$ cat src/rtl/stream_mux_rr_if.sv
`default_nettype none
// ============================================================================
// Module   : stream_mux_rr_if
// Purpose  : Bundle of the N_CH-to-1 stream multiplexer's data and handshake
//            signals. The master modport is the side that drives the input
//            channels and accepts the output stream. The slave modport is
//            the multiplexer itself.
// Revision : 1.0  initial release
// ============================================================================
interface stream_mux_rr_if #(
    parameter int N_CH   = 8,
    parameter int DATA_W = 8
);
    localparam int SEL_W = $clog2(N_CH);

    logic                   mode;
    logic [SEL_W-1:0]       sel;
    logic [N_CH-1:0]        in_valid;
    logic [N_CH*DATA_W-1:0] in_data;
    logic [N_CH-1:0]        in_ready;
    logic                   out_valid;
    logic [DATA_W-1:0]      out_data;
    logic [SEL_W-1:0]       out_ch;
    logic                   out_ready;

    modport master (
        output mode, sel, in_valid, in_data, out_ready,
        input  in_ready, out_valid, out_data, out_ch
    );

    modport slave (
        input  mode, sel, in_valid, in_data, out_ready,
        output in_ready, out_valid, out_data, out_ch
    );
endinterface
`default_nettype wire

$ cat src/rtl/stream_mux_rr.sv
`default_nettype none
// ============================================================================
// Module   : stream_mux_rr
// Purpose  : N_CH-to-1 stream multiplexer with a one-word output register.
//            Arbitration is either round-robin over valid channels or a fixed
//            channel chosen by sel.
// Revision : 1.0  initial release
// ============================================================================
module stream_mux_rr #(
    parameter int N_CH   = 8,
    parameter int DATA_W = 8
) (
    input  wire              clk,
    input  wire              rst,
    stream_mux_rr_if.slave   bus
);
    localparam int SEL_W   = $clog2(N_CH);
    // One extra bit so that ptr + offset can exceed N_CH-1 before wrapping.
    localparam int C_IDX_W = SEL_W + 1;

    logic [SEL_W-1:0]  r_ptr;
    logic              r_out_valid;
    logic [DATA_W-1:0] r_out_data;
    logic [SEL_W-1:0]  r_out_ch;

    logic [C_IDX_W-1:0] w_idx_wide;
    logic               w_rr_found;
    logic [SEL_W-1:0]   w_rr_grant;
    logic               w_sel_ok;
    logic               w_fx_found;
    logic               w_grant_valid;
    logic [SEL_W-1:0]   w_grant;
    logic               w_load_en;
    logic               w_xfer;
    logic [N_CH-1:0]    w_in_ready;
    logic [DATA_W-1:0]  w_grant_data;
    logic [SEL_W-1:0]   w_ptr_next;

    // Round-robin search: first valid channel starting at r_ptr, wrapping.
    always_comb begin
        w_rr_found = 1'b0;
        w_rr_grant = '0;
        w_idx_wide = '0;
        for (int i = 0; i < N_CH; i++) begin
            w_idx_wide = {1'b0, r_ptr} + C_IDX_W'(i);
            if (w_idx_wide >= C_IDX_W'(N_CH)) begin
                w_idx_wide = w_idx_wide - C_IDX_W'(N_CH);
            end
            if (!w_rr_found && bus.in_valid[w_idx_wide[SEL_W-1:0]]) begin
                w_rr_found = 1'b1;
                w_rr_grant = w_idx_wide[SEL_W-1:0];
            end
        end
    end

    // Fixed mode only grants an in-range sel whose channel is valid.
    assign w_sel_ok      = ({1'b0, bus.sel} < C_IDX_W'(N_CH));
    assign w_fx_found    = w_sel_ok && bus.in_valid[bus.sel];
    assign w_grant_valid = bus.mode ? w_fx_found : w_rr_found;
    assign w_grant       = bus.mode ? bus.sel    : w_rr_grant;

    // Register can take a word when empty or being drained this cycle.
    assign w_load_en = !r_out_valid || bus.out_ready;
    assign w_xfer    = !rst && w_load_en && w_grant_valid;

    assign w_ptr_next = (w_grant == SEL_W'(N_CH - 1)) ? '0 : w_grant + SEL_W'(1);

    // One-hot ready strobe to the granted channel only.
    always_comb begin
        w_in_ready = '0;
        if (w_xfer) begin
            w_in_ready[w_grant] = 1'b1;
        end
    end

    // Select the granted channel's data word.
    always_comb begin
        w_grant_data = '0;
        for (int i = 0; i < N_CH; i++) begin
            if (w_grant == SEL_W'(i)) begin
                w_grant_data = bus.in_data[i*DATA_W +: DATA_W];
            end
        end
    end

    // Output register: load on transfer, clear valid on pop without refill.
    always_ff @(posedge clk) begin
        if (rst) begin
            r_out_valid <= 1'b0;
            r_out_data  <= '0;
            r_out_ch    <= '0;
        end else if (w_xfer) begin
            r_out_valid <= 1'b1;
            r_out_data  <= w_grant_data;
            r_out_ch    <= w_grant;
        end else if (bus.out_ready) begin
            r_out_valid <= 1'b0;
        end
    end

    // Round-robin pointer advances past the winner on a round-robin transfer.
    always_ff @(posedge clk) begin
        if (rst) begin
            r_ptr <= '0;
        end else if (w_xfer && !bus.mode) begin
            r_ptr <= w_ptr_next;
        end
    end

    assign bus.in_ready  = w_in_ready;
    assign bus.out_valid = r_out_valid;
    assign bus.out_data  = r_out_data;
    assign bus.out_ch    = r_out_ch;
endmodule
`default_nettype wire

$ cat src/flat_wrapper.sv
// flat-port wrapper written by rule: the top's interface ports become plain ports
module stream_mux_rr_flat 
#(
    parameter int N_CH   = 8,
    parameter int DATA_W = 8
)
  (clk, rst, bus_mode, bus_sel, bus_in_valid, bus_in_data, bus_out_ready, bus_in_ready, bus_out_valid, bus_out_data, bus_out_ch);
  stream_mux_rr_if #(.N_CH(N_CH), .DATA_W(DATA_W)) bus_i ();
  input  wire clk;
  input  wire rst;
  input wire logic [$bits(bus_i.mode)-1:0] bus_mode;
  input wire logic [$bits(bus_i.sel)-1:0] bus_sel;
  input wire logic [$bits(bus_i.in_valid)-1:0] bus_in_valid;
  input wire logic [$bits(bus_i.in_data)-1:0] bus_in_data;
  input wire logic [$bits(bus_i.out_ready)-1:0] bus_out_ready;
  output wire logic [$bits(bus_i.in_ready)-1:0] bus_in_ready;
  output wire logic [$bits(bus_i.out_valid)-1:0] bus_out_valid;
  output wire logic [$bits(bus_i.out_data)-1:0] bus_out_data;
  output wire logic [$bits(bus_i.out_ch)-1:0] bus_out_ch;
  assign bus_i.mode = bus_mode;
  assign bus_i.sel = bus_sel;
  assign bus_i.in_valid = bus_in_valid;
  assign bus_i.in_data = bus_in_data;
  assign bus_i.out_ready = bus_out_ready;
  assign bus_in_ready = bus_i.in_ready;
  assign bus_out_valid = bus_i.out_valid;
  assign bus_out_data = bus_i.out_data;
  assign bus_out_ch = bus_i.out_ch;
  stream_mux_rr #(.N_CH(N_CH), .DATA_W(DATA_W)) u_core (.clk(clk), .rst(rst), .bus(bus_i));
endmodule
$ cat config.mk
export PLATFORM = sky130hd
export DESIGN_NAME = stream_mux_rr_flat
export DESIGN_NICKNAME = d
export VERILOG_FILES = /design/src/rtl/stream_mux_rr_if.sv /design/src/rtl/stream_mux_rr.sv /design/src/flat_wrapper.sv
export SDC_FILE = /design/constraint.sdc
export NUM_CORES = 1
export LEC_CHECK = 0
export ABC_AREA = 1
export CAP_MARGIN = 20
export CORE_ASPECT_RATIO = 1.4
export CORE_MARGIN = 10
export CORE_UTILIZATION = 55
export CTS_CLUSTER_DIAMETER = 40
export DETAILED_ROUTE_END_ITERATION = 8
export DONT_BUFFER_PORTS = 1
export PLACE_DENSITY_LB_ADDON = 0.1
export SETUP_SLACK_MARGIN = 0.02
export SYNTH_ARGS = -nofsm -noshare
export SYNTH_HDL_FRONTEND = slang
export SYNTH_SLANG_ARGS = --single-unit
$ cat constraint.sdc
create_clock -name clk -period 3.4 [get_ports clk]
set_input_delay 0.68 -clock clk [delete_from_list [all_inputs] [get_ports clk]]
set_output_delay 0.68 -clock clk [all_outputs]
set_load 0.01 [all_outputs]
After elaboration in Yosys (flattened, before gate mapping)
Cells that the tools add are included.

Word-level logic and storage cells: 128. Register bits: 15. Input bits: 79.

Add/sub/neg operators: 16. Multiplexer cells: 58. Reductions and logical operators: 24. Magnitude comparators: 19. Equality and inequality tests: 7.

Operators with widths (number): $mux 8 (9); $mux 3 (18); $lt 3x4->1 const B (10); $ge 4x4->1 const B (7); $bmux 1 s3 (9); $sub 3x1->3 const B (8); $mux 1 (21); $add 3x3->4 const B (4); $eq 3x3->1 const B (4); $logic_and 1x1->1 (11); $logic_not 1->1 (10); $add 3x2->4 const B (2); $eq 3x2->1 const B (2); $add 3x1->4 const B (1); $ge 3x4->1 const B (1); $add 3x1->3 const B (1); $demux 1 s3 (1); $eq 3x1->1 const B (1); $ge 3x1->1 const B (1); $logic_not 3->1 (1); $reduce_bool 2->1 (1); $logic_or 1x1->1 (1).

Logic depth before layout (Yosys ltp)
Depth after elaboration: 36. Gate-level depth with buffers: 31. Depth with buffers taken out: 28.

Least setup slack after synthesis
OpenSTA, ideal clock, no wires.

Path type: register -> register. From: register u_core.r_ptr[0]. To: register u_core.r_out_data[2] (netlist: u_core.bus.out_data[2]). Buffers on the path: 4. Path slack: -0.244 ns. Library setup time: 0.135 ns. Arrival time: 3.510 ns. Cell stages (with the launch flop): 30. Clock period less this slack: 3.644 ns. Cell sequence: dfxtp_1 buf_4 inv_2 buf_6 ha_1 inv_1 nand3_1 nand3_1 nand2_2 nor2_8 nand4_4 nor2_4 nand2_1 o21ai_2 inv_2 a21oi_4 buf_6 ha_1 clkbuf_1 inv_1 nand2_1 inv_1 nand2_1 nand2_1 nand2_1 nand2_1 nand2_1 nand2_1 nand2_1 a21oi_2.

Word-level cells in the longest chain between the ends: 36. Elaborated cells between the ends (all ways): 96. Those cells by class: 15 x add/sub; 8 x order compare; 7 x eq/ne; 50 x mux; 16 x reduce/logical.

RTL lines: start: declaration (line stream_mux_rr.sv:21) `logic [SEL_W-1:0] r_ptr;`; start signal: assignment (line stream_mux_rr.sv:106) `r_ptr <= w_ptr_next;`; branches (longest 36 deep; another with $add 3x1->4); end signal: assignment (line stream_mux_rr.sv:94) `r_out_data <= w_grant_data;`; end: declaration (line stream_mux_rr.sv:23) `logic [DATA_W-1:0] r_out_data;`.

Parallel ways; which one is timed is not known. The select of a mux whose other input is x is not followed. A chain may end at the register's enable or synchronous reset.

Worst setup path in the final report
From: register u_core.r_ptr[1]. To: output bus_in_ready[0].

Word-level cells in the longest chain between the ends: 32. Elaborated cells between the ends (all ways): 86. Those cells by class: 15 x add/sub; 10 x order compare; 45 x mux; 16 x reduce/logical.

RTL lines: branches (longest 31 deep; another with $add 3x1->4); $mux 8 * (line stream_mux_rr.sv:71) `if (w_xfer) begin`; end: declaration (line flat_wrapper.sv:16) `output wire logic [$bits(bus_i.in_ready)-1:0] bus_in_ready;`.

Mark *: on every way between the ends. The select of a mux whose other input is x is not followed.

==> run metrics <==
status=finished, violations left; failing checks=negative setup slack; core area=4310 sq um; slowest stage delay, CP=360 ps; Reg2Reg Depth=26; setup TNS=-82.5 ps; CP Max Fanout=6; Initial Util=57.6%; Die Ht=99.5 microns; Top-Level Pins=99; hold buffers post-CTS=0; NetSw=0.755 mW; switch share=52.7%; antenna fix cells=0; initial antenna violation count=0; grt ovf=0; H-tree depth=1; Max transition margin=67.3%; RR Startpoint=u_core.r_ptr[1]; RD Place Congestion=0.953; Gate power share=73.5%; # fillers=376; vias in the first global route=2900; drt wl/cell=17.3 microns; Peak supply drop=361 uV; Unique masters post-synth=38; layout cell share with drive strength beyond 1=29.4%; Seq/Total Area, Yosys=12.1%; crit start category=flop; final period utilization=101%; Reg area=304 sq um; reg2reg end=u_core.bus.out_data[2]; Synth area leaders=nand2_1 24%, dfxtp_1 12%, nand3_1 9.9%; clock skew=0.693 ps; endpoints failing setup=4; Clock Latency Late Sink=250 ps; top sig layer=met4; Final Slew Violations=0; clk root buf=clkbuf_8; Setup WS post-layout=-45.7 ps; RSZ-0062 raised after global routing=true; die width=76.8 microns; HPWL Detailed=6900 microns; CP max-delay cell=dfxtp_2; Critical path origin=u_core.r_ptr[1]; Num CTS Buffers=3; FMAX=290 MHz; Cell Area, Placed=2630 sq um; crit-path cells=inv_2 -> ha_4 -> nand3_4 -> nand3_4 -> nand2_4 -> nor2_8 -> nand4_4 -> nor2_4 -> nand3_2 -> o21ai_1 -> nand2_1 -> a21oi_4 -> clkinv_4 -> nor3_4 -> buf_6; syn avg cell area=5.32 sq um; P_leak=1.65 nW; Post-Synthesis Cell Area=2480 sq um; Post-Layout Cell Count=553; Worst Setup EP=bus_in_ready[0]; synthesized instance count=467; flop2flop setup slack=70 ps; Min-Delay Path Class=primary input to flop; Port Buffers=0; most common cell after layout, fill and taps aside=nand2_1; final core utilization=74.9%; Crit. path cell count=15; most frequent cells in the layout=150 x nand2_1, 60 x inv_1, 34 x nand3_1; post-synthesis net count=551; total internal power=0.678 mW; Setup CP Type=flop to output pin; Longest Clk Path Bufs=2; multi-input logic area=2140 sq um; met2 WL post-DR=5170 microns; routed via count=3136; CTS clk-pin slew, worst paths=60 ps; clock network fraction of total power=10.2%; area share of the largest cell type after synthesis=23.7%; largest net degree at the start of global routing=21; Pwr Total=1.43 mW; PwrDens=444 nW/um^2; min Tclk post-route=3450 ps; first-pass GRT wire length=13800 microns; final WL=9540 microns; Routed Antenna Nets=0; GRT Util Overall=21.5%; Least-Margin Pin Slew=490 ps; most frequent CP cell=nand3_4; Synth Register Bits=15; Placement Setup Slack=-11.7 ps; Yosys Warn Count=0; area added between synthesis and finish=29.9%; placed insts=530; Crit path arrival time=2770 ps; hold slack=486 ps; routed wl met3=796 microns; DRT met1 WL=3230 microns; Synth area leader=nand2_1; required time of the critical path=2720 ps; die area=7640 sq um; CTS tree=done; Iter 0 DRT Violations=156; vias per inst=5.67; Seq pwr share=16.2%; family with the most delay on the worst path=simple AND/OR/NAND/NOR gates; clk sinks=15; nets=578; max-cap viol count=0; CP Buf/Inv Count=3; # rows=28; drt pass-1 iters=7; # DRC=0; Final Cell Area=3230 sq um; element type at the critical path end=output pin; final hold violation count=0
## cell families (layout without fill, tap and decap cells)
family | count (synthesis) | after routing | synth area share, %
AO/OA/AOI/OAI | 52 | 52 | 12.7
XOR/XNOR | 4 | 4 | 1.71
adder cells (fa/ha/maj) | 5 | 5 | 2.52
buffers and inverters | 101 | 127 | 16.6
flip-flops | 15 | 15 | 12.1
AND/OR/NAND/NOR | 290 | 290 | 54.4
## routing by layer
layer | vias to the layer above | track usage (%)
met2 | 158 | 40.9
li1 | 1525 | -
met4 | 0 | 6.03
met3 | 31 | 6.67
met5 | - | 0
met1 | 1422 | 21.8
## worst min-delay path by stage
stage / from / end / slack [ps] / cells past startpoint
5_1_grt: rst / u_core.bus.out_data[4] / 480 / 1
6_report: rst / u_core.bus.out_data[2] / 490 / 1
3_3_place_gp: u_core.bus.out_data[5] / u_core.bus.out_data[5] / 500 / 2
3_5_place_dp: u_core.bus.out_data[1] / u_core.bus.out_data[1] / 510 / 2
2_1_floorplan: u_core.bus.out_data[0] / u_core.bus.out_data[0] / 490 / 2
4_1_cts: rst / u_core.bus.out_data[2] / 480 / 1
## repair_timing
action,CTS,global route
setup buffers,2,17
pin swaps,5,25
gates resized for setup,16,74
endpoints found under the setup margin,15,16
## synthesized netlist by cell type (all sizes together)
| cell type | n |
|---|---|
| dfxtp | 15 |
| xnor2 | 2 |
| inv | 78 |
| nor3 | 2 |
| nand3b | 1 |
| a22oi | 2 |
| nand3 | 54 |
| nand4 | 22 |
| buf | 8 |
| o21ai | 24 |
| nand2 | 171 |
| a31oi | 1 |
| a21oi | 21 |
| or2 | 1 |
| a21boi | 1 |
| xor2 | 2 |
| a32o | 1 |
| clkbuf | 8 |
| clkinv | 7 |
| o211ai | 2 |
| nor2 | 39 |
| ha | 5 |
## final cells by class
| cell class | instances | share of cell area [%] |
|---|---|---|
| multi-input cells | 351 | 66.3 |
| inverters | 85 | 10.5 |
| repair buffers | 38 | 10.0 |
| flip-flops and latches | 15 | 9.42 |
| well taps | 60 | 2.33 |
| clock buffers | 4 | 1.40 |
## power by group through the flow
stage                     combinational [mW]  sequential (mW)  clock (mW)
final                                   1.05            0.233       0.147
after global routing                    1.17            0.236       0.156
after CTS                              0.838            0.232       0.147
after detailed placement               0.811            0.235           0
after global placement                 0.808            0.235           0
after floorplan                        0.636            0.226           0
## flip-flops by register name (all words and copies together), names as in the netlist
signal,cells
u_core.bus.out_data,8
u_core.bus.out_ch,3
u_core.r_ptr,3
u_core.bus.out_valid,1
## worst reg2reg max path, stage by stage (launching register included)
cell and delay, ps:
dfxtp_2 360, inv_2 70, ha_4 360, nand3_4 140
nand3_4 110, nand2_4 70, nor2_8 150, nand4_4 110
nor2_4 170, nand3_1 130, nand3_2 110, nor2_2 50
nor2_4 250, inv_4 100, ha_4 180, buf_12 150
nor2_1 120, nand3_1 90, nand3_1 70, nand2_1 60
nand2_1 70, nand2_1 60, nand2_1 50, nand2_1 50
nand2_1 70, nand2_1 60, a21oi_2 100
No activity file was read; power rests on OpenSTA's default activity.
